**config.mk**
```make
export PLATFORM = sky130hd
export DESIGN_NAME = controller_multiciclo
export DESIGN_NICKNAME = d
export VERILOG_FILES = /design/src/rtl/riscv_pkg.sv /design/src/rtl/imm_gen.sv /design/src/rtl/controller_multiciclo.sv
export SDC_FILE = /design/constraint.sdc
export NUM_CORES = 1
export LEC_CHECK = 0
export ABC_AREA = 0
export ABC_CLOCK_PERIOD_IN_PS = 3400
export CORE_MARGIN = 1
export CORE_UTILIZATION = 28
export DETAILED_ROUTE_END_ITERATION = 10
export RECOVER_POWER = 100
export SYNTH_ARGS = -nofsm -noshare
export SYNTH_HDL_FRONTEND = slang
export SYNTH_SLANG_ARGS = --single-unit
```
**constraint.sdc**
```tcl
create_clock -name clock -period 3.4 [get_ports clock]
set_input_delay 0.85 -clock clock [delete_from_list [all_inputs] [get_ports clock]]
set_output_delay 0.85 -clock clock [all_outputs]
set_load 0.05 [all_outputs]
```
**src/rtl/riscv_pkg.sv**
```systemverilog
// Shared definitions for the multi-cycle RV32I-subset controller:
// opcode and funct3 encodings, ALU operation codes and FSM states.
package riscv_pkg;

  // Major opcodes (instr[6:0])
  localparam logic [6:0] OP_IMM = 7'h13;
  localparam logic [6:0] OP     = 7'h33;
  localparam logic [6:0] LOAD   = 7'h03;
  localparam logic [6:0] STORE  = 7'h23;
  localparam logic [6:0] BRANCH = 7'h63;
  localparam logic [6:0] JAL    = 7'h6F;
  localparam logic [6:0] JALR   = 7'h67;

  // funct3 codes (instr[14:12])
  localparam logic [2:0] F3_ADD_SUB = 3'b000;
  localparam logic [2:0] F3_OR      = 3'b110;
  localparam logic [2:0] F3_AND     = 3'b111;
  localparam logic [2:0] F3_LW_SW   = 3'b010;
  localparam logic [2:0] F3_BEQ     = 3'b000;
  localparam logic [2:0] F3_BNE     = 3'b001;
  localparam logic [2:0] F3_BLT     = 3'b100;
  localparam logic [2:0] F3_BGE     = 3'b101;

  // ALU operation codes seen by the datapath
  typedef enum logic [3:0] {
    ALU_ADD = 4'd0,
    ALU_SUB = 4'd1,
    ALU_AND = 4'd2,
    ALU_OR  = 4'd3
  } alu_op_t;

  // Controller FSM states
  typedef enum logic [2:0] {
    FETCH     = 3'd0,
    DECODE    = 3'd1,
    EXECUTE   = 3'd2,
    MEMORY    = 3'd3,
    WRITEBACK = 3'd4
  } state_t;

endpackage

```
**src/rtl/imm_gen.sv**
```systemverilog
// Immediate generator: picks the I/S/B/J format from the opcode,
// sign-extends to 32 bits and truncates to the datapath width.
module imm_gen
  import riscv_pkg::*;
#(
  parameter int NBITS = 8
) (
  input  logic [31:0]      instr,
  output logic [NBITS-1:0] imm
);

  logic [31:0] imm_full;

  // Assemble the sign-extended immediate for the instruction's format
  always_comb begin
    imm_full = 32'h0000_0000;
    case (instr[6:0])
      OP_IMM, LOAD, JALR: imm_full = {{20{instr[31]}}, instr[31:20]};
      STORE:              imm_full = {{20{instr[31]}}, instr[31:25], instr[11:7]};
      BRANCH:             imm_full = {{19{instr[31]}}, instr[31], instr[7],
                                      instr[30:25], instr[11:8], 1'b0};
      JAL:                imm_full = {{11{instr[31]}}, instr[31], instr[19:12],
                                      instr[20], instr[30:21], 1'b0};
      default:            imm_full = 32'h0000_0000;
    endcase
  end

  assign imm = NBITS'(imm_full);

endmodule

```
**src/rtl/controller_multiciclo.sv**
```systemverilog
// Multi-cycle control unit for an RV32I subset. Owns the PC and the
// instruction register, fetches over a req/ready handshake, decodes fields
// for the datapath and resolves branches/jumps from the datapath flags.
module controller_multiciclo
  import riscv_pkg::*;
#(
  parameter int NBITS      = 8,
  parameter int NREGS      = 32,
  parameter int WIDTH_ALUF = 4
) (
  input  logic                      clock,
  input  logic                      reset,
  output logic                      imem_req,
  output logic [NBITS-1:0]          imem_addr,
  input  logic                      imem_ready,
  input  logic [31:0]               imem_rdata,
  output logic [$clog2(NREGS)-1:0]  RS1,
  output logic [$clog2(NREGS)-1:0]  RS2,
  output logic [$clog2(NREGS)-1:0]  RD,
  output logic [NBITS-1:0]          IMM,
  output logic [WIDTH_ALUF-1:0]     ALUControl,
  output logic                      ALUSrc,
  output logic                      MemtoReg,
  output logic                      RegWrite,
  output logic                      MemWrite,
  output logic                      link,
  output logic [NBITS-1:0]          pclink,
  input  logic                      Zero,
  input  logic                      Neg,
  input  logic                      Carry,
  input  logic [NBITS-1:0]          PCReg,
  output logic                      illegal
);

  localparam int RBITS = $clog2(NREGS);
  localparam logic [NBITS-1:0] PC_STEP = NBITS'(4);

  state_t           state_q, state_d;
  logic [NBITS-1:0] pc_q, pc_d;
  logic [31:0]      instr_q, instr_d;
  logic [NBITS-1:0] pclink_q, pclink_d;

  logic [NBITS-1:0] imm_s;
  logic [6:0]       opcode_s;
  logic [2:0]       funct3_s;
  logic             is_alui_s, is_reg_s, is_lw_s, is_sw_s;
  logic             is_br_s, is_jal_s, is_jalr_s, is_legal_s;
  logic             alu_src_s, br_taken_s;
  alu_op_t          alu_op_s;

  logic             req_s, reg_write_s, mem_write_s, link_s, mem_to_reg_s, illegal_s;

  // Carry is part of the datapath interface but no supported instruction needs it
  logic unused_s;
  assign unused_s = ^{Carry, instr_q[31], instr_q[29:25]};

  imm_gen #(.NBITS(NBITS)) u_imm_gen (
    .instr (instr_q),
    .imm   (imm_s)
  );

  // Decode the latched instruction into class flags, ALU op and branch outcome
  always_comb begin
    opcode_s   = instr_q[6:0];
    funct3_s   = instr_q[14:12];
    is_alui_s  = (opcode_s == OP_IMM);
    is_reg_s   = (opcode_s == OP);
    is_lw_s    = (opcode_s == LOAD);
    is_sw_s    = (opcode_s == STORE);
    is_br_s    = (opcode_s == BRANCH);
    is_jal_s   = (opcode_s == JAL);
    is_jalr_s  = (opcode_s == JALR);
    is_legal_s = is_alui_s | is_reg_s | is_lw_s | is_sw_s | is_br_s | is_jal_s | is_jalr_s;
    alu_src_s  = is_alui_s | is_lw_s | is_sw_s | is_jalr_s;

    alu_op_s = ALU_ADD;
    if (is_br_s) begin
      alu_op_s = ALU_SUB;
    end else if (is_reg_s) begin
      case (funct3_s)
        F3_ADD_SUB: alu_op_s = instr_q[30] ? ALU_SUB : ALU_ADD;
        F3_AND:     alu_op_s = ALU_AND;
        F3_OR:      alu_op_s = ALU_OR;
        default:    alu_op_s = ALU_ADD;
      endcase
    end else begin
      alu_op_s = ALU_ADD;
    end

    br_taken_s = 1'b0;
    case (funct3_s)
      F3_BEQ:  br_taken_s = Zero;
      F3_BNE:  br_taken_s = ~Zero;
      F3_BLT:  br_taken_s = Neg;
      F3_BGE:  br_taken_s = ~Neg;
      default: br_taken_s = 1'b0;
    endcase
  end

  // Next-state, PC update and per-state control strobes
  always_comb begin
    state_d      = state_q;
    pc_d         = pc_q;
    instr_d      = instr_q;
    pclink_d     = pclink_q;
    req_s        = 1'b0;
    reg_write_s  = 1'b0;
    mem_write_s  = 1'b0;
    link_s       = 1'b0;
    mem_to_reg_s = 1'b0;
    illegal_s    = 1'b0;

    case (state_q)
      FETCH: begin
        req_s = 1'b1;
        if (imem_ready) begin
          instr_d = imem_rdata;
          state_d = DECODE;
        end else begin
          state_d = FETCH;
        end
      end
      DECODE: begin
        // pclink captured here so it survives the JAL/JALR pc update
        pclink_d = pc_q + PC_STEP;
        state_d  = EXECUTE;
      end
      EXECUTE: begin
        if (is_br_s) begin
          pc_d    = br_taken_s ? (pc_q + imm_s) : (pc_q + PC_STEP);
          state_d = FETCH;
        end else if (is_jal_s) begin
          pc_d    = pc_q + imm_s;
          state_d = WRITEBACK;
        end else if (is_jalr_s) begin
          pc_d    = (PCReg + imm_s) & ~NBITS'(1);
          state_d = WRITEBACK;
        end else if (is_lw_s | is_sw_s) begin
          state_d = MEMORY;
        end else if (is_alui_s | is_reg_s) begin
          state_d = WRITEBACK;
        end else begin
          illegal_s = 1'b1;
          pc_d      = pc_q + PC_STEP;
          state_d   = FETCH;
        end
      end
      MEMORY: begin
        if (is_sw_s) begin
          mem_write_s = 1'b1;
          pc_d        = pc_q + PC_STEP;
          state_d     = FETCH;
        end else begin
          state_d = WRITEBACK;
        end
      end
      WRITEBACK: begin
        reg_write_s  = 1'b1;
        mem_to_reg_s = is_lw_s;
        link_s       = is_jal_s | is_jalr_s;
        if (is_jal_s | is_jalr_s) begin
          pc_d = pc_q;
        end else begin
          pc_d = pc_q + PC_STEP;
        end
        state_d = FETCH;
      end
      default: begin
        state_d = FETCH;
      end
    endcase
  end

  // State, PC, instruction and link registers with synchronous reset
  always_ff @(posedge clock) begin
    if (reset) begin
      state_q  <= FETCH;
      pc_q     <= {NBITS{1'b0}};
      instr_q  <= 32'h0000_0000;
      pclink_q <= {NBITS{1'b0}};
    end else begin
      state_q  <= state_d;
      pc_q     <= pc_d;
      instr_q  <= instr_d;
      pclink_q <= pclink_d;
    end
  end

  // Drive the datapath; everything is held at zero while reset is high
  always_comb begin
    if (reset) begin
      imem_req   = 1'b0;
      imem_addr  = {NBITS{1'b0}};
      RS1        = {RBITS{1'b0}};
      RS2        = {RBITS{1'b0}};
      RD         = {RBITS{1'b0}};
      IMM        = {NBITS{1'b0}};
      ALUControl = {WIDTH_ALUF{1'b0}};
      ALUSrc     = 1'b0;
      MemtoReg   = 1'b0;
      RegWrite   = 1'b0;
      MemWrite   = 1'b0;
      link       = 1'b0;
      pclink     = {NBITS{1'b0}};
      illegal    = 1'b0;
    end else begin
      imem_req   = req_s;
      imem_addr  = pc_q;
      RS1        = instr_q[15 +: RBITS];
      RS2        = instr_q[20 +: RBITS];
      RD         = instr_q[7 +: RBITS];
      IMM        = imm_s;
      ALUControl = WIDTH_ALUF'(alu_op_s);
      ALUSrc     = alu_src_s;
      MemtoReg   = mem_to_reg_s;
      RegWrite   = reg_write_s;
      MemWrite   = mem_write_s;
      link       = link_s;
      pclink     = pclink_q;
      illegal    = illegal_s;
    end
  end

endmodule

```
==> impl_results.md, run 1 <==
- Post-DR vias/cell: 4.88
- Worst hold path type: reg -> reg
- Hold_sp: pclink_q[3]$_SDFFE_PP0P_
- Top-area cell type share of the netlist area: 0.291
- Vias in the first global route: 3089
- Post-Layout Cell Count: 637
- RSZ-0062 raised after global routing: false
- Arr. time, crit path: 2350 ps
- Clk_lat worst skew: 290 ps
- Area delta synth->final: 29.6%
- Final TNS setup: 0 ps
- CTS H-Tree Depth: 2
- Initial DRC Count: 141
- # rows: 39
- Sequential cell area: 961 um^2
- Routed len/inst: 14.4 um
- CP max stage delay: 620 ps
- Ys async rst share: 0
- Multi-input gate area: 2190 um^2
- Least-Margin Pin Slew: 1160 ps
- VDD IR max: 235 uV
- CP Class: in -> out
- TritonRoute pass-1 iters: 4
- Final Wtd Congestion: 0.894
- Top cells by area, synth: dfxtp_1, nor2_1, nor2b_1
- First-pass GRT wire length: 15200 um
- CP Cell Sequence: clkbuf_1, clkbuf_2, nor2b_1, buf_2
- Die W: 111 um
- Max cap viols: 0
- Sequential share of power: 0.424
- Most frequent cell after synthesis: nor2_1
- Fin. max-slew vios: 0
- Fmax: 313 MHz
- Area leader, netlist: dfxtp_1
- Die area: 12200 um^2
- Synth Flop Type: dfxtp_1
- DRC viols: 0
- Synth cell count leaders: nor2_1, dfxtp_1, a21oi_1, nor2b_1, clkbuf_1
- Largest net degree at the start of global routing: 32
- RR Startpoint: instr_q[6]$_SDFFE_PP0P_
- Pwr Density: 354 nW/um^2
- Int Pwr: 1.04 mW
- Max FO, Critical Path: 31
- Final instance area: 4280 um^2
- Final Cycle Share: 0.941
- Synth cell types: 64
- Data required time of the worst path: 2550 ps
- Post-Syn Area: 3300 um^2
- Synthesized area per cell: 7.97 um^2
- Port bufs: 89
- Setup violators final: 0
- Syn Inst Count: 414
- Post-CTS Setup Bufs: 0
- Critical Path Source: reset
- Post-synth EDFFs: 0
- Leakage: 1.74 nW
- Clock edge transition at the registers on the reported setup and hold paths: 70 ps
- Switching Fraction: 0.312
- Fin util: 0.373
- Slowest CP cell: clkbuf_2
- Io pins: 96
- Proportion of layout cells with a drive suffix above 1: 0.138
- DP Wirelength: 7220 um
- TritonCTS clock tree: built
- Clk sinks: 48
- Final Hold Viols: 0
- DR vias: 3110
- CTS Buffer Depth: 2
- Final worst clock skew: 7.99 ps
- CP endpoint kind: output pin
- Slew headroom: 0.221
- ANT cells: 0
- Total Routing Usage GR: 0.151
- Sw power: 472 uW
- Seq cells post-synth: 48
- Seq/Total Area, Yosys: 0.291
- Initial core utilization: 0.288
- Gate power share: 0.234
- Routed WL: 9190 um
- CTS root buffer: clkbuf_16
- Min Tclk post-route: 3200 ps
- Total grt overflow: 0
- Fill cells: 1197
- Worst setup SP type: input port
- Die span in y: 111 um
- Status: finished clean
- TritonCTS buffer count: 5
- Placed Area: 4330 um^2
- Synthesis Warnings: 0
- Nets: 555
- DP Cell Count: 629
- Antenna violations before repair: 0
- Antenna viol nets, final: 0
- Clock power share: 0.342
- Core Footprint: 11500 um^2
-- cells in the final DEF (no fill, tap or decap), types with 3 or more instances in the layout --
cell,n
a211oi_1,8
a21o_1,3
a21oi_1,36
a221oi_2,3
a22o_1,8
a22oi_1,10
and2_0,3
buf_12,4
buf_4,13
clkbuf_1,24
clkbuf_16,5
clkbuf_2,16
clkdlybuf4s50_1,39
dfxtp_1,48
ha_1,14
inv_1,10
mux2i_1,7
nand2_1,16
nand2b_1,4
nand3_1,9
nor2_1,76
nor2b_1,35
nor3_1,7
nor3_2,4
nor3b_1,4
o21a_1,4
o21ai_0,10
o21bai_1,3
or3_1,3
xnor2_1,12
xor2_1,6
-- worst paths after layout --
path                              end  slack, ps  cells after the start
min          pclink_q[3]$_SDFFE_PP0P_        490                      2
max reg2reg      pc_q[7]$_SDFFE_PP0P_        300                     11
min reg2reg  pclink_q[3]$_SDFFE_PP0P_        490                      2
max                      imem_addr[3]        200                      4
-- cells by family after synthesis --
family,after synthesis,synth area share
other,1,0.00114
DFF,48,0.291
AOI/OAI and AO/OA,104,0.224
muxes,9,0.0315
adders and majority gates,16,0.0652
and+or+nand+nor,180,0.289
buffers and inverters,38,0.0504
xor gates and xnor gates,18,0.0478
-- through the flow --
stage	setup slack [ps]	hold WS [ps]	power, mW
floorplan	156	452	0.892
global placement	252	469	1.02
detailed placement	196	472	1.02
CTS	127	488	1.54
global route	54.5	520	1.59
finish	201	487	1.51
-- power groups by stage --
stage | logic (mW) | clock network, mW | registers [mW]
3_3_place_gp | 0.364 | 0 | 0.653
2_1_floorplan | 0.249 | 0 | 0.643
4_1_cts | 0.370 | 0.531 | 0.642
3_5_place_dp | 0.369 | 0 | 0.655
5_1_grt | 0.386 | 0.552 | 0.649
6_report | 0.354 | 0.518 | 0.642
-- worst max-delay path: cells and delay by family --
kind,cells,cell delay (ps)
buffers and inverters,3,1340
and+or+nand+nor,1,150
-- flip-flops by register name, summed over array words and instances (netlist names) --
signal    count
pclink_q      8
instr_q      29
state_q       3
pc_q          8
-- layout make-up --
cell class,count,share of cell area
clock inverter,2,0.00322
timing repair buffer,99,0.177
sequential,48,0.225
clock buffer,6,0.0325
inverter,10,0.00878
tap,143,0.0418
multi-input combinational,329,0.512
-- routing by layer --
layer,wire (um),vias up,GRT usage
met5,0,-,0
met4,45,0,0.0240
met3,590,4,0.0401
met2,4280,83,0.254
met1,4270,1422,0.196
li1,-,1601,-
-- what timing repair did --
| item | CTS | global route |
|---|---|---|
| endpoints found under the setup margin | 0 | 2 |
| resized for setup | 0 | 5 |
| hold endpoints to repair | 0 | 0 |
| hold buffers | 0 | 0 |
(Power assumes the default switching activity.)
==> run 2: changes to the inputs <==
Settings changed: ABC_CLOCK_PERIOD_IN_PS 3400 to 3950, SLEW_MARGIN from default to 20.
Clock period 3.4 ns to 3.95 ns, I/O delays scaled along.
==> run 2 against run 1 <==
  * Wire length is 3.4% higher
  * Sequential cell count stayed put
  * Cell count is 0.16% lower
  * Non-clock buffer count is 1 lower
  * First-iteration DRC count is 5.0% lower
  * Sequential share of layout area is 0.52 points lower
  * Final area is 2.4% higher
  * Critical endpoint is now IMM[0]
  * Largest cell class unchanged
==> impl_results.md, run 2 (synthesis gave the netlist of run 1 again) <==
- Status: finished clean
- Clk sinks: 48 (unchanged)
- Fin. max-slew vios: 0 (unchanged)
- CP Class: reg -> out
- Reg2reg end: pc_q[7]$_SDFFE_PP0P_
- Hold_sp: pclink_q[1]$_SDFFE_PP0P_
- Core Footprint: 11500 um^2 (unchanged)
- Largest registers: instr_q: 29 flops, pc_q: 8 flops, pclink_q: 8 flops
- Post-DR vias/cell: 5.03 (+3.1%)
- Clock edge transition at the registers on the reported setup and hold paths: 70 ps (about the same)
- CP delay by family, top: buffers and inverters
- Pwr Density: 309 nW/um^2 (-13%)
- Antenna viol nets, final: 0 (unchanged)
- DR vias: 3202 (+3.0%)
- CTS H-Tree Depth: 2 (unchanged)
- Most frequent cells in the layout: nor2_1, dfxtp_1, clkdlybuf4s50_1, a21oi_1, nor2b_1
- VDD IR max: 164 uV (-30%)
- Initial core utilization: 0.288 (unchanged)
- CP Cell Sequence: nand4b_1, nor3_1, buf_4, a211oi_2, nor2_1, clkdlybuf4s50_1
- CTS Buffer Depth: 2 (unchanged)
- WHS Path Cells: 2 (unchanged)
- Io pins: 96 (unchanged)
- Leakage: 1.81 nW (+4.2%)
- Slowest CP cell: clkdlybuf4s50_1
- Die span in y: 111 um (unchanged)
- Setup violators final: 0 (unchanged)
- ANT cells: 0 (unchanged)
- Clk_lat worst skew: 290 ps (about the same)
- Commonest non-fill, non-tap cell in the layout: nor2_1
- Area delta synth->final: 32.7%
- WHS Endpoint: pclink_q[1]$_SDFFE_PP0P_
- Port bufs: 89 (unchanged)
- Slew headroom: 0.273 (+0.0516)
- Proportion of layout cells with a drive suffix above 1: 0.0811 (-0.0565)
- Final TNS setup: 0 ps (unchanged)
- Die area: 12200 um^2 (unchanged)
- FF-to-FF setup slack: 540 ps (+240 ps)
- Worst setup SP type: register
- Reg with most FFs: instr_q
- Post-cts resize count: 0 (unchanged)
- CP max stage delay: 830 ps (+210 ps)
- RR Startpoint: instr_q[5]$_SDFFE_PP0P_
- Arr. time, crit path: 2650 ps (+300 ps)
- Routed len/inst: 14.9 um (+3.5%)
- TritonCTS buffer count: 5 (unchanged)
- Routed WL: 9500 um (+3.4%)
- # rows: 39 (unchanged)
- TritonCTS clock tree: built
- CP endpoint kind: output pin
- Max cap viols: 0 (unchanged)
- Antenna violations before repair: 0 (unchanged)
- Min Tclk post-route: 3630 ps
- Max reg flops: 29 (unchanged)
- Total grt overflow: 0 (unchanged)
- DRC viols: 0 (unchanged)
- Final Cycle Share: 0.920
- Max FO, Critical Path: 8 (-74%)
- Fmax: 275 MHz
- CP bufs+invs: 2 (-1)
- Worst hold path type: reg -> reg
- Least-Margin Pin Slew: 1090 ps (-72.0 ps)
- Fin util: 0.382 (+0.00884)
- RSZ-0062 raised after global routing: false
- DP Wirelength: 7240 um (+0.21%)
- Nets: 554 (-0.18%)
- Die W: 111 um (unchanged)
- Final worst clock skew: 5.73 ps (-2.26 ps)
- First-pass GRT wire length: 15400 um (+1.2%)
- Hold buffer count at CTS: 0 (unchanged)
- Post-CTS Setup Bufs: 0 (unchanged)
- Total Routing Usage GR: 0.153 (+0.00161)
- Final Hold Viols: 0 (unchanged)
- Vias in the first global route: 3049 (-1.3%)
- CTS root buffer: clkbuf_16
- Data required time of the worst path: 2960 ps (+410 ps)
- Reg2reg path depth: 11 (unchanged)
- TritonRoute pass-1 iters: 4 (unchanged)
- Largest net degree at the start of global routing: 25 (-22%)
- Final Wtd Congestion: 0.911 (+1.9%)
- Initial DRC Count: 134 (-5.0%)
-- run 2: worst max path at each step --
stage | cells past startpoint | endpoint | from
6_report | 6 | IMM[0] | instr_q[5]$_SDFFE_PP0P_
5_1_grt | 6 | IMM[0] | instr_q[5]$_SDFFE_PP0P_
4_1_cts | 4 | ALUControl[0] | instr_q[5]$_SDFFE_PP0P_
3_5_place_dp | 4 | RS2[1] | reset
3_3_place_gp | 4 | RS2[4] | reset
2_1_floorplan | 4 | ALUControl[1] | reset
-- run 2: metal layers --
metal	track usage	routed length [um]
met1	0.201	4430
met2	0.247	4310
met5	0	0
met3	0.0390	624
met4	0.0391	133
-- run 2: per-stage QoR --
step / setup WS (ps) / std cells / hold slack, ps / power, mW / cell area (um^2)
finish: 317 / 636 / 486 / 1.35 / 4380
global route: 144 / 636 / 516 / 1.41 / 4380
CTS: 301 / 636 / 494 / 1.38 / 4520
detailed placement: 470 / 628 / 476 / 0.881 / 4350
global placement: 458 / 628 / 467 / 0.875 / 4350
floorplan: 183 / 415 / 452 / 0.767 / 3320
-- run 2: final cells by class --
cell class	count	area, um^2
clock inverter	3	46.3
tap	143	179
timing repair buffer	98	891
sequential	48	961
clock buffer	5	125
inverter	10	37.5
multi-input combinational	329	2140
fill	1210	7090
-- run 2: worst min-delay path: stages, from the launching register on --
cell and delay [ps]:
dfxtp_1 320, mux2i_1 60, nor2_1 70
-- run 2: power by group --
part | total (mW) | switching [mW] | internal [mW] | leakage, nW
sequential | 0.553 | 0.0318 | 0.522 | 0.395
combinational | 0.300 | 0.179 | 0.122 | 1.34
clock | 0.499 | 0.197 | 0.301 | 0.0804
==> run 3: changes to the inputs <==
Settings changed: CTS_BUF_LIST from default to sky130_fd_sc_hd__clkbuf_4, REMOVE_ABC_BUFFERS from default to 1.
==> run 3 against run 2 <==
  * Clock power shrank 52%
  * Final area fell by 2.5%
  * Via count fell by 3.1%
  * Wire length fell by 3.2%
  * First-iteration DRC count down 31%
  * Combinational power about the same
  * Clock-buffer cell count rose by 1
  * Cell count unchanged
  * Largest cell class unchanged
  * Largest power group unchanged
  * Highest routed layer unchanged
==> impl_results.md, run 3 (synthesis gave the netlist of run 1 again) <==
- Status: finished clean
- # rows: 39 (unchanged)
- Reg2reg path depth: 13 (+2)
- Post-CTS Setup Bufs: 0 (unchanged)
- Slowest CP cell: clkdlybuf4s50_1
- CP Class: reg -> out
- Reg with most FFs: instr_q
- CP Cell Sequence: nand4bb_1, buf_4, o22ai_2, nor2_1, nor3b_1, clkdlybuf4s50_1
- Fin util: 0.372 (-0.00971)
- Post-Layout Cell Count: 636 (unchanged)
- Hold Slack: 503 ps (+16.2 ps)
- Final worst clock skew: 8.99 ps (+3.26 ps)
- CP endpoint kind: output pin
- VDD IR max: 150 uV (-8.5%)
- Max FO, Critical Path: 6 (-2)
- ANT cells: 0 (unchanged)
- Antenna viol nets, final: 0 (unchanged)
- Post-cts resize count: 0 (unchanged)
- Die area: 12200 um^2 (unchanged)
- Nets: 554 (unchanged)
- Reg2reg end: pc_q[4]$_SDFFE_PP0P_
- Arr. time, crit path: 2790 ps (+140 ps)
- Hold_sp: pclink_q[1]$_SDFFE_PP0P_
- DRC viols: 0 (unchanged)
- Final Cycle Share: 0.957 (+0.0367)
- Routed WL: 9190 um (-3.2%)
- Largest net degree at the start of global routing: 25 (unchanged)
- Io pins: 96 (unchanged)
- Vias in the first global route: 3179 (+4.3%)
- Antenna violations before repair: 0 (unchanged)
- Die W: 111 um (unchanged)
- Final Hold Viols: 0 (unchanged)
- Final Wtd Congestion: 0.857 (-5.9%)
- Slew headroom: 0.284 (+0.0109)
- Fill cells: 1237 (+2.2%)
- Worst setup SP type: register
- DP Cell Count: 628 (unchanged)
- Clk sinks: 48 (unchanged)
- CTS H-Tree Depth: 2 (unchanged)
- Area delta synth->final: 29.3%
- Placed Area: 4330 um^2 (-0.40%)
- Routed len/inst: 14.4 um (-3.2%)
- Initial DRC Count: 92 (-31%)
- Least-Margin Pin Slew: 1070 ps (-16.4 ps)
- FF-to-FF setup slack: 390 ps (-150 ps)
- TritonCTS clock tree: built
- Die span in y: 111 um (unchanged)
- Min Tclk post-route: 3780 ps (+145 ps)
- Post-DR vias/cell: 4.88 (-3.1%)
- Fmax: 265 MHz (-3.8%)
- Setup violators final: 0 (unchanged)
- Data required time of the worst path: 2960 ps (about the same)
- Total grt overflow: 0 (unchanged)
- TritonCTS buffer count: 5 (unchanged)
- Initial core utilization: 0.288 (unchanged)
- Port bufs: 89 (unchanged)
- Pwr Density: 256 nW/um^2 (-17%)
- Max reg flops: 29 (unchanged)
- CTS root buffer: clkbuf_4
- CP max stage delay: 830 ps (about the same)
- RSZ-0062 raised after global routing: false
- Worst hold path type: reg -> reg
- DR vias: 3102 (-3.1%)
- Core Footprint: 11500 um^2 (unchanged)
- Clk_lat worst skew: 360 ps (+70 ps)
- First-pass GRT wire length: 15600 um (+1.1%)
- Most frequent cells in the layout: nor2_1, dfxtp_1, clkdlybuf4s50_1, a21oi_1, nor2b_1
- Leakage: 1.76 nW (-3.0%)
- Proportion of layout cells with a drive suffix above 1: 0.0771 (-0.00406)
- Max cap viols: 0 (unchanged)
- RR Startpoint: instr_q[4]$_SDFFE_PP0P_
- DP Wirelength: 7170 um (-0.90%)
- CTS Buffer Depth: 2 (unchanged)
- Commonest non-fill, non-tap cell in the layout: nor2_1
- Fin. max-slew vios: 0 (unchanged)
- WHS Endpoint: pclink_q[1]$_SDFFE_PP0P_
- Total Routing Usage GR: 0.154 (+0.000809)
- Hold buffer count at CTS: 0 (unchanged)
- Clock edge transition at the registers on the reported setup and hold paths: 150 ps (+80 ps)
- TritonRoute pass-1 iters: 4 (unchanged)
- Largest registers: instr_q: 29 flops, pc_q: 8 flops, pclink_q: 8 flops
- WHS Path Cells: 2 (unchanged)
- Final TNS setup: 0 ps (unchanged)
- Final instance area: 4270 um^2 (-2.5%)
-- run 3: per-layer routing --
| layer | part of all wire | track usage | wire length (um) |
|---|---|---|---|
| met1 | 0.48 | 0.206 | 4410 |
| met2 | 0.45 | 0.251 | 4170 |
| met3 | 0.055 | 0.0368 | 502 |
| met4 | 0.011 | 0.0302 | 102 |
| met5 | 0 | 0 | 0 |
-- run 3: worst max path at each step --
| stage | from | end | slack (ps) | cells after the start |
|---|---|---|---|---|
| detailed placement | reset | RD[1] | 470 | 4 |
| floorplan | reset | illegal | -170 | 3 |
| global placement | reset | RD[2] | 460 | 4 |
| finish | instr_q[3]$_SDFFE_PP0P_ | IMM[5] | 170 | 6 |
| CTS | instr_q[3]$_SDFFE_PP0P_ | ALUControl[0] | 80 | 5 |
| global route | instr_q[5]$_SDFFE_PP0P_ | IMM[5] | 30 | 5 |
-- run 3: final cells by class --
cell class | instances | area, um^2 | share of cell area
Sequential cell | 48 | 961 | 0.225
Multi-Input combinational cell | 329 | 2140 | 0.502
Clock buffer | 6 | 45.0 | 0.0106
Clock inverter | 2 | 11.3 | 0.00264
Tap cell | 143 | 179 | 0.0419
Inverter | 10 | 37.5 | 0.00880
Timing Repair Buffer | 98 | 890 | 0.209
-- run 3: metrics by stage --
| step | setup WS [ps] | total power, mW |
|---|---|---|
| floorplan | -168 | 0.751 |
| global placement | 456 | 0.875 |
| detailed placement | 471 | 0.879 |
| CTS | 84.8 | 1.12 |
| global route | 32.4 | 1.15 |
| finish | 172 | 1.09 |
-- run 3: report_power, final --
group / internal, mW / total [mW] / switching (mW)
Combinational: 0.122 / 0.300 / 0.178
Clock: 0.0751 / 0.238 / 0.163
Sequential: 0.522 / 0.552 / 0.0298
-- run 3: worst max-delay path: cells and delay by family, from the launching register on --
family | cells | cell delay (ps)
and+or+nand+nor | 3 | 710
AOI/OAI and AO/OA | 1 | 250
buffers and inverters | 2 | 1070
DFF | 1 | 380
